--- config.mk ---
export PLATFORM = sky130hd
export DESIGN_NAME = router_pe_port_flat
export DESIGN_NICKNAME = d
export VERILOG_FILES = /design/src/rtl/router_pe_port_if.sv /design/src/rtl/router_pe_port.sv /design/src/flat_wrapper.sv
export SDC_FILE = /design/constraint.sdc
export NUM_CORES = 1
export LEC_CHECK = 0
export CELL_PAD_IN_SITES_DETAIL_PLACEMENT = 1
export CELL_PAD_IN_SITES_GLOBAL_PLACEMENT = 2
export CORE_ASPECT_RATIO = 0.6
export CORE_MARGIN = 10
export CORE_UTILIZATION = 31
export CTS_BUF_LIST = sky130_fd_sc_hd__clkbuf_16
export CTS_CLUSTER_SIZE = 16
export DETAILED_ROUTE_END_ITERATION = 8
export PLACE_DENSITY_LB_ADDON = 0.1
export SYNTH_ARGS = -nofsm -noshare
export SYNTH_HDL_FRONTEND = slang
export SYNTH_SLANG_ARGS = --single-unit
--- constraint.sdc ---
create_clock -name clk -period 1.8 [get_ports clk]
set_input_delay 0.27 -clock clk [delete_from_list [all_inputs] [get_ports clk]]
set_output_delay 0.27 -clock clk [all_outputs]
set_load 0.05 [all_outputs]
--- src/rtl/router_pe_port_if.sv ---
// router_pe_port_if: NIC link and router-core signals of the PE port
interface router_pe_port_if #(
    parameter int DW = 64,
    parameter int CW = 16
);
    logic          net_polarity;
    logic          net_so;
    logic          net_ro;
    logic [DW-1:0] net_do;
    logic          net_si;
    logic          net_ri;
    logic [DW-1:0] net_di;
    logic          core_inj_vld;
    logic [DW-1:0] core_inj_data;
    logic          core_inj_gnt;
    logic          core_ej_wr;
    logic [DW-1:0] core_ej_data;
    logic          core_ej_rdy;
    logic          vc_err;
    logic [CW-1:0] inj_cnt;
    logic [CW-1:0] ej_cnt;

    modport slave (
        output net_polarity, net_ro, net_si, net_di, core_inj_vld, core_inj_data,
               core_ej_rdy, vc_err, inj_cnt, ej_cnt,
        input  net_so, net_do, net_ri, core_inj_gnt, core_ej_wr, core_ej_data
    );

    modport master (
        input  net_polarity, net_ro, net_si, net_di, core_inj_vld, core_inj_data,
               core_ej_rdy, vc_err, inj_cnt, ej_cnt,
        output net_so, net_do, net_ri, core_inj_gnt, core_ej_wr, core_ej_data
    );
endinterface

--- src/rtl/router_pe_port.sv ---
// router_pe_port: router-side PE port with one buffer per VC in each direction and polarity generation
module router_pe_port #(
    parameter int DW = 64,
    parameter int CW = 16
) (
    input logic               clk,
    input logic               reset,
    router_pe_port_if.slave   bus
);
    logic          p;
    logic          ext;
    logic [1:0]    inj_full;
    logic [1:0]    ej_full;
    logic [DW-1:0] inj_buf [2];
    logic [DW-1:0] ej_buf [2];
    logic          inj_acc;
    logic          inj_bad;
    logic          inj_take;
    logic          ej_wr;
    logic          ej_out;
    logic [CW-1:0] inj_cnt;
    logic [CW-1:0] ej_cnt;
    logic          vc_err;

    // NIC side works on the link VC ~p, core side on the internal VC p, so the two never share a buffer
    always_comb begin
        ext      = ~p;
        inj_acc  = bus.net_so && !inj_full[ext] && (bus.net_do[DW-1] == ext);
        inj_bad  = bus.net_so && (bus.net_do[DW-1] != ext);
        inj_take = inj_full[p] && bus.core_inj_gnt;
        ej_wr    = bus.core_ej_wr && !ej_full[p];
        ej_out   = ej_full[ext] && bus.net_ri;
    end

    assign bus.net_polarity  = p;
    assign bus.net_ro        = !inj_full[ext];
    assign bus.net_si        = ej_out;
    assign bus.net_di        = ej_out ? ej_buf[ext] : '0;
    assign bus.core_inj_vld  = inj_full[p];
    assign bus.core_inj_data = inj_buf[p];
    assign bus.core_ej_rdy   = !ej_full[p];
    assign bus.vc_err        = vc_err;
    assign bus.inj_cnt       = inj_cnt;
    assign bus.ej_cnt        = ej_cnt;

    // polarity, buffer fill/drain, sticky VC error and wrapping packet counters
    always_ff @(posedge clk or negedge reset) begin
        if (!reset) begin
            p        <= 1'b0;
            inj_full <= '0;
            ej_full  <= '0;
            inj_buf  <= '{default: '0};
            ej_buf   <= '{default: '0};
            inj_cnt  <= '0;
            ej_cnt   <= '0;
            vc_err   <= 1'b0;
        end else begin
            p <= ~p;
            if (inj_acc) begin
                inj_buf[ext]  <= bus.net_do;
                inj_full[ext] <= 1'b1;
                inj_cnt       <= inj_cnt + CW'(1);
            end
            if (inj_bad)
                vc_err <= 1'b1;
            if (inj_take)
                inj_full[p] <= 1'b0;
            if (ej_wr) begin
                ej_buf[p]  <= bus.core_ej_data;
                ej_full[p] <= 1'b1;
            end
            if (ej_out) begin
                ej_full[ext] <= 1'b0;
                ej_cnt       <= ej_cnt + CW'(1);
            end
        end
    end
endmodule

--- src/flat_wrapper.sv ---
// flat-port wrapper written by rule: the top's interface ports become plain ports
module router_pe_port_flat 
#(
    parameter int DW = 64,
    parameter int CW = 16
)
  (clk, reset, bus_net_polarity, bus_net_ro, bus_net_si, bus_net_di, bus_core_inj_vld, bus_core_inj_data, bus_core_ej_rdy, bus_vc_err, bus_inj_cnt, bus_ej_cnt, bus_net_so, bus_net_do, bus_net_ri, bus_core_inj_gnt, bus_core_ej_wr, bus_core_ej_data);
  router_pe_port_if #(.DW(DW), .CW(CW)) bus_i ();
  input logic clk;
  input logic reset;
  output wire logic [$bits(bus_i.net_polarity)-1:0] bus_net_polarity;
  output wire logic [$bits(bus_i.net_ro)-1:0] bus_net_ro;
  output wire logic [$bits(bus_i.net_si)-1:0] bus_net_si;
  output wire logic [$bits(bus_i.net_di)-1:0] bus_net_di;
  output wire logic [$bits(bus_i.core_inj_vld)-1:0] bus_core_inj_vld;
  output wire logic [$bits(bus_i.core_inj_data)-1:0] bus_core_inj_data;
  output wire logic [$bits(bus_i.core_ej_rdy)-1:0] bus_core_ej_rdy;
  output wire logic [$bits(bus_i.vc_err)-1:0] bus_vc_err;
  output wire logic [$bits(bus_i.inj_cnt)-1:0] bus_inj_cnt;
  output wire logic [$bits(bus_i.ej_cnt)-1:0] bus_ej_cnt;
  input wire logic [$bits(bus_i.net_so)-1:0] bus_net_so;
  input wire logic [$bits(bus_i.net_do)-1:0] bus_net_do;
  input wire logic [$bits(bus_i.net_ri)-1:0] bus_net_ri;
  input wire logic [$bits(bus_i.core_inj_gnt)-1:0] bus_core_inj_gnt;
  input wire logic [$bits(bus_i.core_ej_wr)-1:0] bus_core_ej_wr;
  input wire logic [$bits(bus_i.core_ej_data)-1:0] bus_core_ej_data;
  assign bus_net_polarity = bus_i.net_polarity;
  assign bus_net_ro = bus_i.net_ro;
  assign bus_net_si = bus_i.net_si;
  assign bus_net_di = bus_i.net_di;
  assign bus_core_inj_vld = bus_i.core_inj_vld;
  assign bus_core_inj_data = bus_i.core_inj_data;
  assign bus_core_ej_rdy = bus_i.core_ej_rdy;
  assign bus_vc_err = bus_i.vc_err;
  assign bus_inj_cnt = bus_i.inj_cnt;
  assign bus_ej_cnt = bus_i.ej_cnt;
  assign bus_i.net_so = bus_net_so;
  assign bus_i.net_do = bus_net_do;
  assign bus_i.net_ri = bus_net_ri;
  assign bus_i.core_inj_gnt = bus_core_inj_gnt;
  assign bus_i.core_ej_wr = bus_core_ej_wr;
  assign bus_i.core_ej_data = bus_core_ej_data;
  router_pe_port #(.DW(DW), .CW(CW)) u_core (.clk(clk), .reset(reset), .bus(bus_i));
endmodule
==> impl_metrics.yaml, run 1 <==
outcome:
  status: "finished, violations left"
  violations: "negative setup slack"
clock_tree:
  cts.sinks: 294
  tritoncts: "done"
  cts_buffers: 31
  cts_max_path_buffers: 3
  root_buffer: "clkbuf_16"
  h-tree-depth: 1
  clk_pin_slew_ns: 0.06
  clock_latency_ns: 0.57
detailed_routing:
  antenna_left: 0
  wirelength_mm: 40.3
  vias_per_cell: 4.72
  dr.pass1.iters: 4
  routedWlPerCell_microns: 22.8
  num_vias: 8339
  drtIter0Drc: 333
  drc: 0
cells_and_area:
  nNetsFinal: 1360
  fillers: 3811
  synthToLayoutAreaGrowth_pct: 56.2
  drive_above_1_share_pct: 57.6
  design_area_sq_mm: 0.0196
  layout.cells.non_filler: 1767
  diodes: 0
pwr:
  powerDensity_mw_per_mm2: 1350
  ir_worst_vdd_v: 0.000836
  p_leak_nw: 8.52
timing:
  tightest_slew_ns: 0.435
  finalCritPeriodShare_pct: 127
  tns_ns: -84.77
  slew_violations: 0
  period_needed_ns: 2.29
  timing.fmax_mhz: 437
  relSlewSlack_pct: 70.4
  clock_skew_ns: 0.0104
  setup_viol: 342
  finalHoldViolations: 0
  layout_setup_ws_ns: -0.491
  rsz0062_at_grt: "true"
placed_design:
  dp_cells: 1685
  place_area_sq_mm: 0.0178
  place_congestion: 0.770
  portBuffers: 299
  hpwl_mm: 28.2
logic_synthesis:
  yosys_warnings: 0
  syn_nets: 977
  synth_area_sq_mm: 0.0125
  synth_edf_count: 0
  ys_seq_area_share_pct: 58.8
  yosysMostFrequentCell: "mux2_2"
  ys_ff_latch: 294
  async_reset_ff_share_pct: 100
  syn_avg_cell_area_sq_um: 14.9
  synthTopCellsByCount: "mux2_2, dfrtp_1, a22o_1"
  synth.top_cell.area_share_pct: 58.8
  yosysTopAreaCell: "dfrtp_1"
  synth.distinct_cells: 33
  synth_top_flop_cell: "dfrtp_1"
  synth_area_leaders: "dfrtp_1, mux2_2, a22o_1"
  syn_inst: 841
die:
  die_h_microns: 176
  core_sq_mm: 0.0394
  start_util_pct: 31.7
  num_rows: 56
  ios: 300
  die_x_microns: 279
  die_area_sq_mm: 0.0491
grt:
  grt_use_total_pct: 15.6
  grt_pass1_wl_mm: 59.6
  antenna_found_initial: 0
  grt_max_degree: 62
  grt_overflow: 0
  grt_pass1_vias: 9125
setup_path:
  critPathCaptureType: "primary output"
  crit_type: "reg -> out"
  reg2reg_slack_ns: -0.31
  critPathLaunchType: "flip-flop"
  required_ns: 1.53
  cp_max_fo: 12
  reg2reg_to: "u_core.inj_buf[57]"
  worst-r2r-cell-count: 6
  arrival_ns: 2.02
  worstReg2RegStart: "u_core.bus.net_polarity"
flow_run:
  max-cap-violations: 0
min_path:
  hold_class: "in -> async"
==> power by group <==
group	internal [mW]	switching, mW
registers	8.30	1.22
clock network	3.97	2.78
logic	5.02	5.14
==> routing by layer <==
metal / part of all wire [%] / wire length, microns / GRT usage, % / up-vias
met2: 49 / 19900 / 26.4 / 139
met5: 0 / 0 / 0 / -
met4: 1.5 / 619 / 2.81 / 0
met1: 45 / 18100 / 20.4 / 4328
met3: 4.2 / 1690 / 3.14 / 41
li1: - / - / - / 3831
==> worst max path at each step <==
stage	start	to	slack [ns]	depth (start not counted)
2_1_floorplan	u_core.bus.net_polarity	bus_core_inj_data[21]	-0.10	4
3_3_place_gp	bus_net_ri	bus_net_di[28]	-0.25	5
3_5_place_dp	bus_net_ri	bus_net_di[10]	-0.27	5
4_1_cts	u_core.bus.net_polarity	bus_net_di[41]	-0.54	5
5_1_grt	u_core.bus.net_polarity	bus_net_di[0]	-0.57	6
6_report	u_core.bus.net_polarity	bus_net_di[62]	-0.49	5
==> through the flow <==
stage / utilization, % / setup WS (ns) / hold slack, ns / power [mW]
5_1_grt: 49.6 / -0.567 / 0.183 / 27.7
2_1_floorplan: - / -0.101 / -0.0256 / 15.4
3_3_place_gp: 45.2 / -0.247 / 0.177 / 19.4
6_report: 49.6 / -0.491 / 0.168 / 26.4
4_1_cts: 48.2 / -0.543 / 0.154 / 26.5
3_5_place_dp: 45.2 / -0.268 / 0.180 / 19.5
==> registers in the layout (all words and copies together), names as in the netlist <==
signal and flops:
u_core.bus.ej_cnt 16, u_core.ej_full 2, u_core.bus.net_polarity 1, u_core.ej_buf 128
u_core.inj_buf 128, u_core.bus.inj_cnt 16, u_core.bus.vc_err 1, u_core.inj_full 2
==> kinds of logic after synthesis <==
kind of cell / after synthesis / synth area share [%]
flops: 294 / 58.8
simple gates: 61 / 2.64
compound gates: 73 / 5.03
xor+xnor: 31 / 2.17
fa+ha+maj: 2 / 0.200
buf+inv: 56 / 2.06
mux: 324 / 29.1
==> layout make-up <==
class | count | area, sq um | share of cell area [%]
Sequential cell | 294 | 7360 | 37.7
Multi-Input combinational cell | 492 | 5550 | 28.4
Timing Repair Buffer | 402 | 4940 | 25.3
Clock buffer | 31 | 776 | 3.97
Tap cell | 522 | 653 | 3.34
Clock inverter | 23 | 264 | 1.35
Inverter | 3 | 11.3 | 0.0576
==> cells in the final DEF (no fill, tap or decap), drive strengths merged, types with 11 or more instances in the layout <==
cell           instances
clkinv                11
a22o                  64
buf                  261
clkdlybuf4s50        132
clkbuf                38
nor2                  13
xnor2                 22
dfrtp                294
nand2                 12
mux2                 321
==> worst max-delay path, cell delays in order (launching register included) <==
cell     delay (ns)
dfrtp_4        0.51
buf_6          0.14
and3_4         0.24
buf_12         0.18
a22o_4         0.23
buf_12         0.15
==> timing repair <==
action / 4_1_cts / 5_1_grt
gates cloned: 3 / 10
pin swaps: 0 / 6
endpoints found under the setup margin: 142 / 394
buffers inserted: 5 / 11
gates resized for setup: 8 / 57
endpoints found under the hold margin: 241 / 0
hold buffers: 1 / 0
Note: power is estimated with default switching activity, not from simulation.
==> run 2, diff against run 1 <==
--- a/config.mk
+++ b/config.mk
@@ -7,13 +7,14 @@
 export LEC_CHECK = 0
 export CELL_PAD_IN_SITES_DETAIL_PLACEMENT = 1
 export CELL_PAD_IN_SITES_GLOBAL_PLACEMENT = 2
-export CORE_ASPECT_RATIO = 0.6
+export CORE_ASPECT_RATIO = 0.5
 export CORE_MARGIN = 10
-export CORE_UTILIZATION = 31
+export CORE_UTILIZATION = 34
 export CTS_BUF_LIST = sky130_fd_sc_hd__clkbuf_16
 export CTS_CLUSTER_SIZE = 16
 export DETAILED_ROUTE_END_ITERATION = 8
 export PLACE_DENSITY_LB_ADDON = 0.1
+export SLEW_MARGIN = 20
 export SYNTH_ARGS = -nofsm -noshare
 export SYNTH_HDL_FRONTEND = slang
 export SYNTH_SLANG_ARGS = --single-unit
==> constraint.sdc (replaced) <==
create_clock -name clk -period 2.3 [get_ports clk]
set_input_delay 0.345 -clock clk [delete_from_list [all_inputs] [get_ports clk]]
set_output_delay 0.345 -clock clk [all_outputs]
set_load 0.05 [all_outputs]
==> run 2 against run 1 <==
  * Utilization rose by 0.44 points
  * Final cell count fell by 5.8%
  * Worst setup slack improved by 0.41 ns
  * The flow still finishes with violations (negative setup slack)
  * Flip-flop and latch count stayed put
  * Highest routed layer unchanged
  * Die area fell by 7.6%
  * Clock-buffer cell count down 2
  * Clock power shrank 31%
  * Critical path type unchanged
  * Critical path depth did not move
==> impl_metrics.yaml, run 2 (synthesis gave the netlist of run 1 again) <==
outcome:
  status: "finished, violations left"
  violations: "negative setup slack"
grt:
  antenna_found_initial: 3
  grt_pass1_wl_mm: 55.5
  grt_pass1_vias: 9322
  grt_max_degree: 73
  grt_overflow: 0
  grt_use_total_pct: 15.3
timing:
  period_needed_ns: 2.38
  layout_setup_ws_ns: -0.0769
  relSlewSlack_pct: 56.5
  whs_ns: 0.285
  tns_ns: -3.61
  finalCritPeriodShare_pct: 103
  finalHoldViolations: 0
  setup_viol: 103
  tightest_slew_ns: 0.648
  timing.fmax_mhz: 421
  slew_violations: 0
  clock_skew_ns: 0.0112
  rsz0062_at_grt: "true"
min_path:
  hold_class: "in -> async"
detailed_routing:
  routedWlPerCell_microns: 22.6
  wirelength_mm: 37.6
  num_vias: 8178
  drc: 0
  drtIter0Drc: 236
  antenna_left: 0
  vias_per_cell: 4.91
  dr.pass1.iters: 4
cells_and_area:
  nNetsFinal: 1293
  reg.largest.list: "u_core.ej_buf (128), u_core.inj_buf (128)"
  synthToLayoutAreaGrowth_pct: 44.3
  final_util_pct: 50.0
  most-common-layout-cells: "mux2_2, dfrtp_1, clkdlybuf4s50_1, buf_6, a22o_2"
  final_common_cell: "mux2_2"
  fillers: 3478
  drive_above_1_share_pct: 51.2
clock_tree:
  h-tree-depth: 1
  root_buffer: "clkbuf_16"
  tritoncts: "done"
  cts.sinks: 294
  clock_latency_ns: 0.55
  clk_pin_slew_ns: 0.07
  cts_max_path_buffers: 3
  cts_buffers: 28
pwr:
  ir_worst_vdd_v: 0.000527
  p_sw_mw: 6.69
  combPwrFrac_pct: 37.0
  power.total_mw: 19.0
  pwr-share-clk_pct: 24.5
  p_int_mw: 12.3
  seqPwrFrac_pct: 38.5
  p_leak_nw: 7.70
  powerDensity_mw_per_mm2: 1050
  switching_share_pct: 35.2
die:
  core_sq_mm: 0.0361
  die_x_microns: 291
  ios: 300
  die_area_sq_mm: 0.0454
  num_rows: 49
  die_h_microns: 156
  start_util_pct: 34.7
placed_design:
  hpwl_mm: 25.0
  place_congestion: 0.730
  portBuffers: 299
setup_path:
  slowest_stage: "dfrtp_4"
  reg2reg_slack_ns: 0.09
  arrival_ns: 2.03
  critPathLaunchType: "flip-flop"
  crit_chain: "clkinvlp_4 > and3_4 > buf_12 > a22o_1 > buf_6"
  worstReg2RegStart: "u_core.bus.net_polarity"
  critPathCaptureType: "primary output"
  worst-r2r-cell-count: 7
  reg2reg_to: "u_core.bus.inj_cnt[15]"
  required_ns: 1.96
  crit_type: "reg -> out"
  crit_path_max_incr_delay_ns: 0.51
  cp_max_fo: 19
flow_run:
  max-cap-violations: 0
-- run 2: changes by cell type in the layout (fill, tap and decap cells not counted), sizes merged, moves of 2 or more --
cell / delta
buf: -93
clkdlybuf4s50: +33
clkbuf: -4
bufinv: -3
diode: +3
clkinv: +2
-- run 2: cell type report --
cell class                 count  area [sq um]  share of cell area, %
multi-input combinational    491          5170                   28.6
clock buffer                  29           726                   4.02
timing repair buffer         339          4000                   22.2
inverter                       3          15.0                 0.0831
tap                          484           606                   3.35
clock inverter                22           174                  0.963
sequential                   294          7360                   40.8
antenna                        3          7.51                 0.0416
-- run 2: critical path: cells and delay by family (launching register included) --
kind / cells / cell delay (ns)
flip-flops: 1 / 0.51
AO/OA/AOI/OAI: 1 / 0.20
AND/OR/NAND/NOR: 1 / 0.26
buffers and inverters: 3 / 0.50
-- run 2: layer usage --
| metal | track usage, % | share of wire (%) | vias to the layer above |
|---|---|---|---|
| li1 | - | - | 3682 |
| met1 | 16.6 | 38 | 4345 |
| met2 | 30.4 | 57 | 108 |
| met3 | 2.69 | 2.9 | 43 |
| met4 | 3.91 | 1.7 | 0 |
| met5 | 0 | 0 | - |
-- run 2: repair_timing --
action | in CTS | in global routing
setup buffers | 4 | 2
endpoints found under the setup margin | 130 | 125
gates resized for setup | 85 | 108
endpoints found under the hold margin | 34 | 0
hold buffers | 1 | 0
pin swaps | 1 | 1
gates cloned | 3 | 8
-- run 2: worst max path at each step --
stage	start	endpoint	slack, ns	cells after the start
4_1_cts	u_core.bus.net_polarity	bus_net_di[30]	-0.17	6
3_3_place_gp	bus_net_ri	bus_net_di[1]	0.1	5
2_1_floorplan	u_core.bus.net_polarity	bus_core_ej_rdy	-0.06	4
3_5_place_dp	bus_net_ri	bus_net_di[1]	0.1	5
6_report	u_core.bus.net_polarity	bus_net_di[3]	-0.08	5
5_1_grt	u_core.bus.net_polarity	bus_net_di[3]	-0.16	5
-- run 2: through the flow --
stage               cells  area, sq um  setup WS (ns)
CTS                  1653        17500         -0.166
finish               1665        18100        -0.0769
global route         1665        18100         -0.159
floorplan             841        12600        -0.0638
detailed placement   1594        16100         0.0965
global placement     1594        16100         0.0957
-- run 2: power groups by stage --
stage	registers (mW)	logic [mW]	clock network, mW
2_1_floorplan	7.42	4.01	0
3_3_place_gp	7.27	6.20	0
3_5_place_dp	7.35	6.32	0
4_1_cts	7.28	6.72	4.80
5_1_grt	7.50	7.38	5.06
6_report	7.31	7.02	4.64
